File: src/rtl/color_sel_input_pkg.sv
// Shared definitions for the colour-select input front end and the LED colour driver.
package color_sel_input_pkg;

    // Colour codes, common to this block and the RGB LED driver.
    localparam logic [1:0] SEL_WHITE  = 2'b00;
    localparam logic [1:0] SEL_RED    = 2'b01;
    localparam logic [1:0] SEL_GREEN  = 2'b10;
    localparam logic [1:0] SEL_YELLOW = 2'b11;

    // Meaning of the debounced mode switch.
    typedef enum logic {
        ModeSwitch = 1'b0,
        ModeButton = 1'b1
    } sel_mode_e;

    // Conditioned input bundle; packed so each bit can go through its own debouncer.
    // Bit order: [0] btn_next, [1] btn_prev, [3:2] sw, [4] mode.
    typedef struct packed {
        logic       mode;
        logic [1:0] sw;
        logic       btn_prev;
        logic       btn_next;
    } cond_in_t;

    localparam int unsigned NUM_INPUTS = $bits(cond_in_t);

    // One button-mode step: next/prev presses walk the code modulo 4, both or neither hold.
    function automatic logic [1:0] sel_step(input logic [1:0] cur,
                                            input logic       up,
                                            input logic       down);
        logic [1:0] nxt;
        nxt = cur;
        if (up && !down) begin
            nxt = cur + 2'd1;
        end else if (down && !up) begin
            nxt = cur - 2'd1;
        end
        return nxt;
    endfunction

endpackage

File: src/rtl/debounce_sync.sv
// Two-flop synchroniser followed by a stable-count debouncer for one raw input bit.
module debounce_sync #(
    parameter int unsigned DEBOUNCE_CYCLES = 1_000_000,
    parameter int unsigned CNT_W           = 20
) (
    input  logic clk,
    input  logic rst,
    input  logic din,
    output logic dout
);

    // Reject parameter sets the counter cannot represent.
    if (DEBOUNCE_CYCLES < 2 || (64'(1) << CNT_W) < 64'(DEBOUNCE_CYCLES)) begin : g_bad_params
        $error("debounce_sync: need DEBOUNCE_CYCLES >= 2 and 2**CNT_W >= DEBOUNCE_CYCLES");
    end

    localparam logic [CNT_W-1:0] CntLast = CNT_W'(DEBOUNCE_CYCLES - 1);

    logic             s1_q, s2_q;
    logic             stable_q, stable_d;
    logic [CNT_W-1:0] cnt_q, cnt_d;

    // Accept s2 only after it has disagreed with the held level for DEBOUNCE_CYCLES cycles;
    // any return to the held level restarts the count.
    always_comb begin
        stable_d = stable_q;
        cnt_d    = cnt_q;
        if (s2_q == stable_q) begin
            cnt_d = '0;
        end else if (cnt_q == CntLast) begin
            stable_d = s2_q;
            cnt_d    = '0;
        end else begin
            cnt_d = cnt_q + CNT_W'(1);
        end
    end

    // Synchroniser, debounced level and counter registers.
    always_ff @(posedge clk or negedge rst) begin
        if (!rst) begin
            s1_q     <= 1'b0;
            s2_q     <= 1'b0;
            stable_q <= 1'b0;
            cnt_q    <= '0;
        end else begin
            s1_q     <= din;
            s2_q     <= s1_q;
            stable_q <= stable_d;
            cnt_q    <= cnt_d;
        end
    end

    assign dout = stable_q;

endmodule

File: src/rtl/color_sel_input.sv
// Colour-select front end: conditions buttons/switches and drives the 2-bit LED colour code.
module color_sel_input
    import color_sel_input_pkg::*;
#(
    parameter int unsigned DEBOUNCE_CYCLES = 1_000_000,
    parameter int unsigned CNT_W           = 20
) (
    input  logic       clk,
    input  logic       rst,
    input  logic       btn_next,
    input  logic       btn_prev,
    input  logic [1:0] sw_raw,
    input  logic       mode_raw,
    output logic [1:0] sel,
    output logic       sel_chg
);

    cond_in_t                raw_in;
    cond_in_t                stable_in;
    logic [NUM_INPUTS-1:0]   raw_vec;
    logic [NUM_INPUTS-1:0]   stable_vec;

    logic                    next_dly_q, prev_dly_q;
    logic                    press_next, press_prev;
    sel_mode_e               mode;
    logic [1:0]              sel_q, sel_d;
    logic                    sel_chg_q, sel_chg_d;

    // Gather the raw pins into the packed bundle.
    always_comb begin
        raw_in          = '0;
        raw_in.btn_next = btn_next;
        raw_in.btn_prev = btn_prev;
        raw_in.sw       = sw_raw;
        raw_in.mode     = mode_raw;
    end

    assign raw_vec   = raw_in;
    assign stable_in = cond_in_t'(stable_vec);

    for (genvar i = 0; i < NUM_INPUTS; i++) begin : g_cond
        debounce_sync #(
            .DEBOUNCE_CYCLES (DEBOUNCE_CYCLES),
            .CNT_W           (CNT_W)
        ) u_debounce (
            .clk  (clk),
            .rst  (rst),
            .din  (raw_vec[i]),
            .dout (stable_vec[i])
        );
    end

    // Rising edge of each debounced button is one press; releases are ignored.
    assign press_next = stable_in.btn_next & ~next_dly_q;
    assign press_prev = stable_in.btn_prev & ~prev_dly_q;
    assign mode       = sel_mode_e'(stable_in.mode);

    // Next select code and the change strobe that accompanies it.
    always_comb begin
        sel_d = sel_q;
        unique case (mode)
            ModeSwitch: sel_d = stable_in.sw;
            ModeButton: sel_d = sel_step(sel_q, press_next, press_prev);
            default:    sel_d = sel_q;
        endcase
        // Strobe only on a real change, not on a write of the same value.
        sel_chg_d = (sel_d != sel_q);
    end

    // Button edge-detect delay, select register and change strobe.
    always_ff @(posedge clk or negedge rst) begin
        if (!rst) begin
            next_dly_q <= 1'b0;
            prev_dly_q <= 1'b0;
            sel_q      <= SEL_WHITE;
            sel_chg_q  <= 1'b0;
        end else begin
            next_dly_q <= stable_in.btn_next;
            prev_dly_q <= stable_in.btn_prev;
            sel_q      <= sel_d;
            sel_chg_q  <= sel_chg_d;
        end
    end

    assign sel     = sel_q;
    assign sel_chg = sel_chg_q;

endmodule

File: config.mk
export PLATFORM = sky130hd
export DESIGN_NAME = color_sel_input
export DESIGN_NICKNAME = d
export VERILOG_FILES = /design/src/rtl/color_sel_input_pkg.sv /design/src/rtl/debounce_sync.sv /design/src/rtl/color_sel_input.sv
export SDC_FILE = /design/constraint.sdc
export NUM_CORES = 1
export LEC_CHECK = 0
export CAP_MARGIN = 20
export CORE_AREA = 2 2 83 165
export DETAILED_ROUTE_END_ITERATION = 12
export DIE_AREA = 0 0 85 167
export HOLD_SLACK_MARGIN = 0.03
export SKIP_LAST_GASP = 1
export SLEW_MARGIN = 20
export SYNTH_ARGS = -nofsm -noshare
export SYNTH_HDL_FRONTEND = slang
export SYNTH_SLANG_ARGS = --single-unit
File: constraint.sdc
create_clock -name clk -period 2.23 [get_ports clk]
set_input_delay 0.223 -clock clk [delete_from_list [all_inputs] [get_ports clk]]
set_output_delay 0.223 -clock clk [all_outputs]
set_load 0.01 [all_outputs]
# Word-level counts from Yosys, hierarchy flattened
# Index checks and enable logic that the tools add are counted.
# word_totals
elab_cells	74
output_inout_bits	3
ff_bits	120
# op_classes
n_addsub	7
n_mux	13
eq_ne	11
n_bitwise	10
reduce_logical	9
# op_table
op	n
20-bit two-way mux	10
20-bit by 1-bit adder with 20-bit output, second input constant	5
20-bit == test, second input constant	5
2-bit AND reduction	5
1-bit NOT	8
1-bit == test	5
2-bit two-way mux	2
2-bit one-hot mux with 2 select lines	1
2-bit by 1-bit adder with 2-bit output, second input constant	1
1-bit AND	2
1-bit logical AND	2
1-bit zero test	2
2-bit inequality test	1
2-bit by 1-bit subtractor with 2-bit output, second input constant	1

# Logic depth before layout (Yosys ltp)
# depth
ltp_word	8
depth_mapped	6
ltp_nobuf	5

# By module
# From an unflattened synthesis, not the netlist that was laid out.
# unflattened
cells_unflattened	562
area_unflattened_um2	5820.6
# by_module_without_submodules
module	cells_per_inst	instances	area_each_um2
debounce_sync	108	5	1114.8
color_sel_input	22	1	246.5

# Worst setup path before layout
# No wires, ideal clock.
# synth_path
path_kind	register to register
startpoint	register g_cond[4].u_debounce.cnt_q[7]
endpoint	register g_cond[4].u_debounce.stable_q
required_ps	2105
slack_ps	270
synth_period_minus_slack_ps	1960
stages_incl_launch_ff	5
arrival_ps	1835
setup_ps	125
path_cell_list	dfrtp_1 or4_1 or4_1 nor2_1 mux2_2
# synth_via
elab_chain_len	2
# synth_lines
item	line	source
start, declared	debounce_sync.sv:21	logic [CNT_W-1:0] cnt_q, cnt_d;
start signal, assigned	debounce_sync.sv:49	cnt_q <= cnt_d;
20-bit == test	debounce_sync.sv:30	end else if (cnt_q == CntLast) begin
2-bit AND reduction (no line)	n/a	
end signal, assigned	debounce_sync.sv:48	stable_q <= stable_d;
end, declared	debounce_sync.sv:20	logic stable_q, stable_d;
# Every way passes these cells.
# A chain may end at the register's enable or synchronous reset.

# Final worst setup path
# layout_path
startpoint	register g_cond[4].u_debounce.cnt_q[7]
endpoint	register g_cond[4].u_debounce.cnt_q[9]
# layout_via
elab_chain_len	3
# layout_lines
item	line	source
20-bit by 1-bit adder with 20-bit output or 20-bit == test (tied branches)	debounce_sync.sv:34, debounce_sync.sv:30	
20-bit two-way mux *	debounce_sync.sv:30	
20-bit two-way mux *	debounce_sync.sv:28	if (s2_q == stable_q) begin
via g_cond[4].u_debounce.cnt_d[9]	debounce_sync.sv:21	
# Mark *: on every way through the listed nets, which the timed path passes. The rest lies on a longest branch.

==> results.py <==
metrics = {
    "status": {
        "status": "complete, no violations",
    },
    "power": {
        "leakagePower_uw": 0.00274,
        "vdd_ir_drop_max_mv": 0.731,
        "cellPowerDensity_nw_per_um2": 797,
    },
    "critical_path": {
        "required_ps": 2520,
        "cp.arrival_ps": 2360,
        "end_kind": "flip-flop",
        "path_class": "flip-flop to flip-flop",
        "crit_path_max_fanout": 10,
        "start_kind": "flip-flop",
    },
    "cts": {
        "cts_root_buf": "clkbuf_16",
        "clk_pin_slew_ps": 50,
        "post_cts_resized": 0,
        "cts_buffers": 17,
        "clk_latency_ps": 410,
        "tritoncts": "yes",
        "clock_sinks": 120,
        "clk_path_buf_depth": 2,
        "htree_levels": 4,
    },
    "timing": {
        "slew_viol_final": 0,
        "setup_viol_count_final": 0,
        "finalCritPeriodShare_pct": 92.9,
        "grt_setup_unrepaired": "no",
        "fin_crit_ps": 2070,
        "timing.fmax_ghz": 0.482,
        "fin_setup_tns_ps": 0,
        "slew_headroom_pct": 57.3,
        "hold_viol": 0,
        "max_slew.worst_pin.slew_ps": 635,
        "finalClockSkew_ps": 8.16,
        "hold_slack_ps": 255,
    },
    "route": {
        "via_per_inst": 5.49,
        "drc": 0,
        "firstDrtPassIters": 5,
        "vias": 4202,
        "wl_per_cell_um": 14.7,
        "drt_iter0_drc": 153,
        "drtAntennaViolNets": 0,
        "drt-total-wl_um": 11200,
    },
    "placement": {
        "postPlaceCellArea_sq_um": 6150,
        "globalplace.congestion": 0.846,
        "portBuffers": 9,
        "dp_hpwl_um": 7760,
    },
    "grt": {
        "grt_pass1_vias": 4391,
        "grt_pass1_wl_um": 20100,
        "use_met2_pct": 31.3,
        "use_met3_pct": 4.76,
        "grt_overflow": 0,
        "grt_max_degree": 46,
        "antenna_found_initial": 0,
        "top_usage_layer": "met2",
        "grtUsageMet1_pct": 19.4,
        "grtUsageTotal_pct": 17.4,
    },
    "logic_synthesis": {
        "syn_avg_cell_area_sq_um": 10.2,
        "netlist_instances": 565,
        "synthArstFlopShare_pct": 100,
        "ys.flop_type": "dfrtp_1",
        "syn_area_sq_um": 5760,
        "yosysUniqueCellTypes": 43,
        "ys_seq_area_share_pct": 52.1,
        "synth_edf_count": 0,
        "ys_ff_latch": 120,
        "yosysWarnings": 0,
        "synth_nets": 577,
    },
    "final_layout": {
        "diodes": 0,
        "area_growth_pct": 18.7,
        "nets": 613,
        "final_area_sq_um": 6830,
        "drive_above_1_share_pct": 12.4,
    },
    "floorplan": {
        "initial_core_util_pct": 44.6,
        "core_area_sq_um": 12900,
        "rows": 59,
        "dieArea_sq_um": 14200,
        "die_y_um": 167,
        "ioPinCount": 10,
        "die_x_um": 85,
    },
    "run": {
        "maxCapViolations": 0,
    },
    "worst_hold_path": {
        "hold_path.class": "primary input to flip-flop",
    },
}
final timing paths:
check	start	to	slack, ps	cells after the start
max	g_cond[4].u_debounce.cnt_q[7]	g_cond[4].u_debounce.cnt_q[9]	160	5
min	btn_prev	g_cond[1].u_debounce.s1_q	260	1
max reg2reg	g_cond[4].u_debounce.cnt_q[7]	g_cond[4].u_debounce.cnt_q[9]	160	5
min reg2reg	g_cond[1].u_debounce.s1_q	g_cond[1].u_debounce.s2_q	350	0
max in group asynchronous	rst	g_cond[4].u_debounce.cnt_q[3]	1210	3
min in group asynchronous	rst	g_cond[2].u_debounce.cnt_q[12]	370	2
layout make-up:
class | count | area (sq um)
Inverter | 24 | 90.1
Clock inverter | 13 | 218
Sequential cell | 120 | 3000
Tap cell | 152 | 190
Timing Repair Buffer | 27 | 263
Fill cell | 1116 | 6080
Clock buffer | 19 | 453
Multi-Input combinational cell | 411 | 2620
critical path, cell delays in order (launching register included):
cell,delay (ps)
dfrtp_1,410
or4_1,530
or4_1,550
o21ai_1,180
buf_4,210
nor2_1,70
layout by cell type, fill, tap and decap left out, drive strengths merged, types with 2 or more instances in the layout:
| master | netlist | final |
|---|---|---|
| o31ai | 7 | 7 |
| nor2 | 84 | 84 |
| buf | 7 | 18 |
| nor4 | 21 | 21 |
| and3 | 4 | 4 |
| or3 | 12 | 12 |
| ha | 5 | 5 |
| clkbuf | 3 | 19 |
| dfrtp | 120 | 120 |
| nand4bb | 2 | 2 |
| nand3 | 31 | 31 |
| nand2 | 30 | 30 |
| inv | 24 | 26 |
| nor4b | 3 | 3 |
| bufinv | 0 | 5 |
| o21ai | 17 | 17 |
| or4 | 15 | 15 |
| clkinvlp | 0 | 2 |
| or2 | 3 | 3 |
| nand4 | 28 | 28 |
| and4 | 5 | 5 |
| a31o | 4 | 4 |
| xor2 | 24 | 24 |
| xnor2 | 52 | 52 |
| mux2 | 6 | 6 |
| a21oi | 23 | 23 |
| clkinv | 0 | 4 |
| and2 | 5 | 5 |
| nor3 | 19 | 19 |
| or4b | 4 | 4 |
| clkdlybuf4s50 | 0 | 8 |
sequential cells by signal, summed over array words and instances (netlist names):
| signal | cells |
|---|---|
| sel | 2 |
| prev_dly_q | 1 |
| g_cond.u_debounce.s2_q | 5 |
| sel_chg | 1 |
| g_cond.u_debounce.s1_q | 5 |
| g_cond.u_debounce.dout | 5 |
| next_dly_q | 1 |
| g_cond.u_debounce.cnt_q | 100 |
metrics by stage:
stage | utilization (%) | total power, uW | instances | setup WS [ps]
finish | 52.9 | 5450 | 766 | 157
global route | 52.9 | 5640 | 766 | 35.8
CTS | 52.9 | 5530 | 766 | 159
detailed placement | 47.6 | 2430 | 733 | 203
global placement | 47.6 | 2430 | 733 | 215
floorplan | - | 2340 | 565 | 270
routing by layer:
layer / share of wire (%) / wire length (um)
met1: 40 / 4540
met2: 56 / 6290
met3: 2.2 / 247
met4: 1.5 / 170
met5: 0 / 0
where the power goes:
group	leakage (uW)	switching [uW]	total (uW)	internal [uW]
Sequential	0.00164	27.9	2240	2210
Clock	0.000320	1000	3060	2060
Combinational	0.000780	99.8	155	55.3
Total	0.00274	1130	5450	4320
cells by family (layout without fill, tap and decap cells):
logic type | Yosys count | in the layout | synth area share [%]
xor gates and xnor gates | 76 | 76 | 11.6
DFF | 120 | 120 | 52.1
AOI/OAI and AO/OA | 54 | 54 | 6.26
buffers and inverters | 34 | 83 | 2.41
muxes | 6 | 6 | 1.17
and+or+nand+nor | 270 | 270 | 25.4
adders and majority gates | 5 | 5 | 1.09
Yosys cell counts (2+ instances only):
cell       number  area [sq um]
clkbuf_1        3          11.3
nand3_2         3          30.0
nor2_1         84           315
or2_2           3          18.8
nor4b_1         3          26.3
nor3_1         19          95.1
or4b_1          2          20.0
o31ai_4         2          42.5
o21ai_1         2          10.0
or4b_4          2          27.5
and4_1          5          43.8
ha_1            5          62.6
nand2_1        30           113
nand4bb_1       2          22.5
inv_1          24          90.1
nand4_2         2          25.0
or3_1          11          68.8
mux2_2          6          67.6
o31ai_1         5          37.5
buf_2           6          30.0
nand4_1        25           156
a31o_2          4          35.0
a21oi_1        22           110
or4_1          15           113
and2_1          5          31.3
nand3_1        28           140
xor2_1         24           210
o21ai_0        15          75.1
dfrtp_1       120          3000
and3_1          4          25.0
xnor2_1        52           455
nor4_1         21           131
what timing repair did:
item                                   in CTS  in global routing
buffers inserted                            0                  0
hold buffers                                1                  0
endpoints found under the hold margin      41                  0
Power figures use the tool's default switching activity.
